$ cat src/rtl/spi_pkg.sv
// Shared types and constants for the SPI master byte path.
// Mode 0 only: SCLK idles low, data is launched on falling edges and sampled on rising edges.
package spi_pkg;

  typedef enum logic [1:0] {
    ST_IDLE  = 2'd0,
    ST_LEAD  = 2'd1,
    ST_SHIFT = 2'd2,
    ST_HOLD  = 2'd3
  } spi_state_t;

  localparam logic CPOL      = 1'b0;
  localparam logic CPHA      = 1'b0;
  localparam logic SCLK_IDLE = CPOL;
  localparam logic MOSI_IDLE = 1'b0;

  localparam int DEF_CLK_DIV = 4;
  localparam int DEF_CS_HOLD = 8;
  localparam int DEF_CS_LEAD = 2;

endpackage

$ cat src/rtl/spi_sclk_gen.sv
// SCLK divider: toggles sclk every CLK_DIV enabled cycles and flags the edge one cycle ahead.
// Disabling it parks sclk at its idle level with the divider cleared.
module spi_sclk_gen
  import spi_pkg::*;
#(
  parameter int CLK_DIV = DEF_CLK_DIV
) (
  input  logic clk,
  input  logic rst,
  input  logic en,
  output logic sclk,
  output logic rise_tick,
  output logic fall_tick
);

  localparam int DW = $clog2(CLK_DIV + 1);
  localparam logic [DW-1:0] DIV_LAST = DW'(CLK_DIV - 1);

  logic [DW-1:0] div_cnt;
  logic          wrap;

  assign wrap      = en && (div_cnt == DIV_LAST);
  assign rise_tick = wrap && (sclk == SCLK_IDLE);
  assign fall_tick = wrap && (sclk != SCLK_IDLE);

  always_ff @(posedge clk) begin
    if (!rst || !en) begin
      div_cnt <= '0;
      sclk    <= SCLK_IDLE;
    end else if (wrap) begin
      div_cnt <= '0;
      sclk    <= ~sclk;
    end else begin
      div_cnt <= div_cnt + DW'(1);
    end
  end

endmodule

$ cat src/rtl/spi_byte_shifter.sv
// SPI mode-0 master byte engine: takes bytes over valid/ready, shifts them out MSB-first
// and returns the captured MISO byte; cs_n stays low across bytes until an idle gap expires.
//
// state | meaning
// IDLE  | cs_n high, waiting for a byte
// LEAD  | cs_n low, sclk parked, CS_LEAD cycles of setup before the first edge
// SHIFT | sclk running, 8 bits exchanged
// HOLD  | cs_n still low, accepts the next byte or times out after CS_HOLD cycles
module spi_byte_shifter
  import spi_pkg::*;
#(
  parameter int CLK_DIV = DEF_CLK_DIV,
  parameter int CS_HOLD = DEF_CS_HOLD,
  parameter int CS_LEAD = DEF_CS_LEAD
) (
  input  logic       clk,
  input  logic       rst,
  input  logic [7:0] in_data,
  input  logic       in_valid,
  output logic       in_ready,
  output logic [7:0] out_data,
  output logic       out_valid,
  output logic       spi_sclk,
  output logic       spi_mosi,
  input  logic       spi_miso,
  output logic       spi_cs_n,
  output logic       busy
);

  localparam int LW = $clog2(CS_LEAD + 1);
  localparam int IW = $clog2(CS_HOLD + 1);
  localparam logic [LW-1:0] LEAD_LAST = LW'(CS_LEAD - 1);
  localparam logic [IW-1:0] HOLD_LAST = IW'(CS_HOLD - 1);

  spi_state_t    state, state_nxt;
  logic [7:0]    tx_sr, rx_sr;
  logic [2:0]    bit_cnt;
  logic [LW-1:0] lead_cnt;
  logic [IW-1:0] idle_cnt;
  logic          xfer, last_fall;
  logic          rise_tick, fall_tick;

  spi_sclk_gen #(.CLK_DIV(CLK_DIV)) u_sclk_gen (
    .clk       (clk),
    .rst       (rst),
    .en        (state == ST_SHIFT),
    .sclk      (spi_sclk),
    .rise_tick (rise_tick),
    .fall_tick (fall_tick)
  );

  assign last_fall = fall_tick && (bit_cnt == 3'd7);

  always_ff @(posedge clk) begin
    if (!rst) state <= ST_IDLE;
    else      state <= state_nxt;
  end

  always_comb begin
    state_nxt = state;
    in_ready  = 1'b0;
    spi_cs_n  = 1'b0;
    busy      = 1'b1;
    spi_mosi  = tx_sr[7];
    xfer      = 1'b0;
    unique case (state)
      ST_IDLE: begin
        in_ready = 1'b1;
        spi_cs_n = 1'b1;
        busy     = 1'b0;
        spi_mosi = MOSI_IDLE;
        xfer     = in_valid;
        if (xfer) state_nxt = ST_LEAD;
      end
      ST_LEAD: begin
        if (lead_cnt == LEAD_LAST) state_nxt = ST_SHIFT;
      end
      ST_SHIFT: begin
        if (last_fall) state_nxt = ST_HOLD;
      end
      ST_HOLD: begin
        in_ready = 1'b1;
        xfer     = in_valid;
        // A byte offered on the timeout cycle keeps cs_n low and skips the lead-in.
        if (xfer)                         state_nxt = ST_SHIFT;
        else if (idle_cnt == HOLD_LAST)   state_nxt = ST_IDLE;
      end
      default: state_nxt = ST_IDLE;
    endcase
  end

  always_ff @(posedge clk) begin
    if (!rst) begin
      tx_sr     <= '0;
      rx_sr     <= '0;
      bit_cnt   <= '0;
      lead_cnt  <= '0;
      idle_cnt  <= '0;
      out_data  <= '0;
      out_valid <= 1'b0;
    end else begin
      out_valid <= 1'b0;
      unique case (state)
        ST_IDLE: begin
          if (xfer) begin
            tx_sr    <= in_data;
            bit_cnt  <= '0;
            lead_cnt <= '0;
            idle_cnt <= '0;
          end
        end
        ST_LEAD: begin
          if (lead_cnt != LEAD_LAST) lead_cnt <= lead_cnt + LW'(1);
        end
        ST_SHIFT: begin
          if (rise_tick) rx_sr <= {rx_sr[6:0], spi_miso};
          if (fall_tick) begin
            bit_cnt <= bit_cnt + 3'd1;
            if (bit_cnt != 3'd7) begin
              tx_sr <= {tx_sr[6:0], 1'b0};
            end else begin
              out_data  <= rx_sr;
              out_valid <= 1'b1;
            end
          end
        end
        ST_HOLD: begin
          if (xfer) begin
            tx_sr    <= in_data;
            idle_cnt <= '0;
          end else if (idle_cnt != HOLD_LAST) begin
            idle_cnt <= idle_cnt + IW'(1);
          end else begin
            idle_cnt <= '0;
          end
        end
        default: ;
      endcase
    end
  end

endmodule

$ cat config.mk
export PLATFORM = sky130hd
export DESIGN_NAME = spi_byte_shifter
export DESIGN_NICKNAME = d
export VERILOG_FILES = /design/src/rtl/spi_pkg.sv /design/src/rtl/spi_sclk_gen.sv /design/src/rtl/spi_byte_shifter.sv
export SDC_FILE = /design/constraint.sdc
export NUM_CORES = 1
export LEC_CHECK = 0
export ABC_AREA = 1
export BUFFER_PORTS_ARGS = -buffer_cell sky130_fd_sc_hd__buf_2
export CORE_UTILIZATION = 40
export CTS_CLUSTER_DIAMETER = 150
export DETAILED_ROUTE_END_ITERATION = 6
export GPL_TIMING_DRIVEN = 0
export REMOVE_ABC_BUFFERS = 1
export SETUP_SLACK_MARGIN = 0.02
export SLEW_MARGIN = 10
export SYNTH_ARGS = -nofsm -noshare
export SYNTH_HDL_FRONTEND = slang
export SYNTH_SLANG_ARGS = --single-unit
$ cat constraint.sdc
create_clock -name clk -period 3.31 [get_ports clk]
set_input_delay 0.331 -clock clk [delete_from_list [all_inputs] [get_ports clk]]
set_output_delay 0.331 -clock clk [all_outputs]
set_load 0.02 [all_outputs]
==> impl_metrics.yaml <==
die:
  floorplan_row_count: 24
  area_of_the_die_mm2: 0.00491
  die_y_um: 70.0
  floorplan.die.width_um: 70.0
  i_o_pin_total: 26
  floorplan.initialDensity_pct: 42.0
  coreArea_mm2: 0.00441
grt:
  overflow: 0
  number_of_antenna_violations_at_the_first_check_in_global_routing: 0
  grt_pass1_vias: 1416
  track_usage_pct: 15.8
  maximum_number_of_pins_on_one_net_before_global_route_repair: 33
  wire_length_of_the_first_global_routing_pass_mm: 6.11
cts:
  clkLatencyLatePin_ns: 0.30
  post-cts-setup-buffers: 0
  tritoncts: "built"
  cts.sink_count: 40
  post_cts_resize_count: 0
  clock-root-buffer: "sky130_fd_sc_hd__clkbuf_8"
  htree_levels: 2
  clk_pin_slew_worst_paths_ns: 0.08
  clockBufferDepth: 2
  hold_buffers: 0
  numCtsBuffers: 5
min_path:
  timing.hold.worst.class: "in -> reg"
logic_synthesis:
  synth-seq-cells: 40
  synth.cell_area_mm2: 0.00185
  synthesis.instances: 256
  synth_cell_type_count: 21
  yosys.area.top_type_share_pct: 43.2
  syn_avg_cell_area_um2: 7.23
  synth_area_leaders: "sky130_fd_sc_hd__dfxtp_1 43%, sky130_fd_sc_hd__nor2_1 13%, sky130_fd_sc_hd__nand2_1 9.5%"
  synth_sequential_area_ratio_pct: 43.2
  yosysTopAreaCell: "sky130_fd_sc_hd__dfxtp_1"
  synth.yosys.warnings: 0
placement:
  routabilityCongestion: 0.771
  place.detailed.hpwl_mm: 2.40
  placement.io_buffers: 25
critical_path:
  worst-endpoint-required_ns: 2.98
  path_cells: "inv_1 -> ha_1 -> inv_2 -> buf_2"
  critical_path_class: "reg -> out"
  arrival_ns: 1.59
  crit_path_max_fanout: 16
  critical_path.n_buffers_inverters: 3
  crit_family: "buffers and inverters"
  crit_path_top_delay_cell: "sky130_fd_sc_hd__dfxtp_1"
  critPathCaptureType: "output pin"
  cp_slowest_stage_delay_ns: 0.41
  worstSetupStartpointType: "flop"
timing:
  setup_tns_ns: 0
  finalSetupViolCount: 0
  maxSlewHeadroom_pct: 65.6
  hold_viol: 0
  period_minus_slack_ns: 1.92
  fin_worst_skew_ns: 0.0111
  worstMarginPinSlew_ns: 0.515
  drv_slew: 0
  maxClockFrequency_ghz: 0.522
  timing.hold.ws_ns: 0.275
  grt_setup_unrepaired: "false"
  final_min_period_over_clock_period_pct: 57.9
cells_and_area:
  layout-area-overhead-vs-synth_pct: 13.4
  nNetsFinal: 304
  post_route_cells_drive_above_1_share_pct: 18.0
  n_antenna_cell: 0
  nFillCells: 475
detailed_routing:
  drtIter0Drc: 98
  detailed_route_wl_mm: 3.46
  drt_pass1_iterations: 4
  via_count: 1569
  final_antenna_net_count: 0
  via_per_inst: 4.68
  post-route-drc-count: 0
  detail_route.wl_per_cell_um: 10.3
pwr:
  leakage_nw: 0.990
  worst_ir_drop_vdd_uv: 408
  power-per-cell-area_mw_per_mm2: 781
run:
  drv_cap: 0
outcome:
  status: "finished clean"
-- per-stage QoR --
stage | power [mW] | cell area (um^2) | setup WS [ns] | instances | utilization [%]
3_3_place_gp | 1.33 | 2010 | 1.45 | 327 | 45.6
6_report | 1.64 | 2100 | 1.39 | 335 | 47.6
5_1_grt | 1.80 | 2100 | 1.13 | 335 | 47.6
2_1_floorplan | 1.18 | 1820 | 1.60 | 250 | -
4_1_cts | 1.66 | 2100 | 1.37 | 335 | 47.6
3_5_place_dp | 1.34 | 2010 | 1.43 | 327 | 45.6
-- flip-flops by register name (all words and copies together), names as in the netlist --
| name | cells |
|---|---|
| out_data | 8 |
| rx_sr | 8 |
| tx_sr | 8 |
| idle_cnt | 4 |
| bit_cnt | 3 |
| u_sclk_gen.div_cnt | 3 |
| lead_cnt | 2 |
| state | 2 |
| out_valid | 1 |
| u_sclk_gen.sclk | 1 |
-- worst paths after layout --
kind	endpoint	slack, ns	cells past startpoint	start
setup / recovery	in_ready	1.39	4	state[0]
hold / removal	rx_sr[0]	0.27	3	spi_miso
hold reg to reg	u_sclk_gen.div_cnt[0]	0.42	1	u_sclk_gen.div_cnt[0]
setup reg to reg	tx_sr[4]	1.46	8	state[0]
-- layout make-up --
| cell class | instances | area (um^2) | area share [%] |
|---|---|---|---|
| clock buffer | 5 | 68.8 | 3.28 |
| clock inverter | 3 | 18.8 | 0.893 |
| inverter | 27 | 101 | 4.82 |
| multi-input combinational | 183 | 921 | 43.8 |
| sequential | 40 | 801 | 38.1 |
| tap | 52 | 65.1 | 3.10 |
| timing repair buffer | 25 | 125 | 5.96 |
-- synthesized netlist by cell type --
library cell and number:
sky130_fd_sc_hd__o21ai_2 2, sky130_fd_sc_hd__nand3_1 6, sky130_fd_sc_hd__dfxtp_1 40, sky130_fd_sc_hd__o21ai_0 29, sky130_fd_sc_hd__buf_2 2, sky130_fd_sc_hd__ha_1 10
sky130_fd_sc_hd__a21oi_2 3, sky130_fd_sc_hd__o21ai_4 1, sky130_fd_sc_hd__nor2_1 62, sky130_fd_sc_hd__o21ai_1 1, sky130_fd_sc_hd__nor2_4 1, sky130_fd_sc_hd__buf_4 1
sky130_fd_sc_hd__nand4_1 1, sky130_fd_sc_hd__a21oi_1 14, sky130_fd_sc_hd__nand2_2 3, sky130_fd_sc_hd__nand3_2 2, sky130_fd_sc_hd__inv_1 22, sky130_fd_sc_hd__clkbuf_1 3
sky130_fd_sc_hd__inv_2 5, sky130_fd_sc_hd__nor2_8 1, sky130_fd_sc_hd__nand2_1 47
-- kinds of logic (layout without fill, tap and decap cells) --
logic type	Yosys count	after routing	share of synthesized area (%)
AND/OR/NAND/NOR	123	123	27.8
AO/OA/AOI/OAI	50	50	15.1
flip-flops	40	40	43.2
buffers and inverters	33	60	7.03
adder cells (fa/ha/maj)	10	10	6.76
-- routing by layer --
layer	share of wire, %	track usage, %
met5	0	0
met3	3.6	5.77
met2	43	25.2
met1	52	19.0
met4	1.0	6.67
-- cells in the final DEF (no fill, tap or decap), drive strengths merged --
cell type and instances:
clkbuf 5, ha 10, nand4 1, nand3 8, clkinv 3, nand2 50
buf 25, o21ai 33, dfxtp 40, nor2 64, inv 27, a21oi 17
-- power by group --
part           internal (mW)  total, mW  leakage [nW]  switching, mW
clock                  0.147      0.321        0.0479          0.174
sequential             0.563      0.612         0.325         0.0488
combinational          0.233      0.707         0.617          0.474
total                  0.943       1.64         0.990          0.697
-- tightest hold or removal path: stages --
cell	delay (ns)
sky130_fd_sc_hd__buf_2	0.07
sky130_fd_sc_hd__nor2_1	0.03
sky130_fd_sc_hd__nor2_1	0.09
No activity file was read; power rests on OpenSTA's default activity.
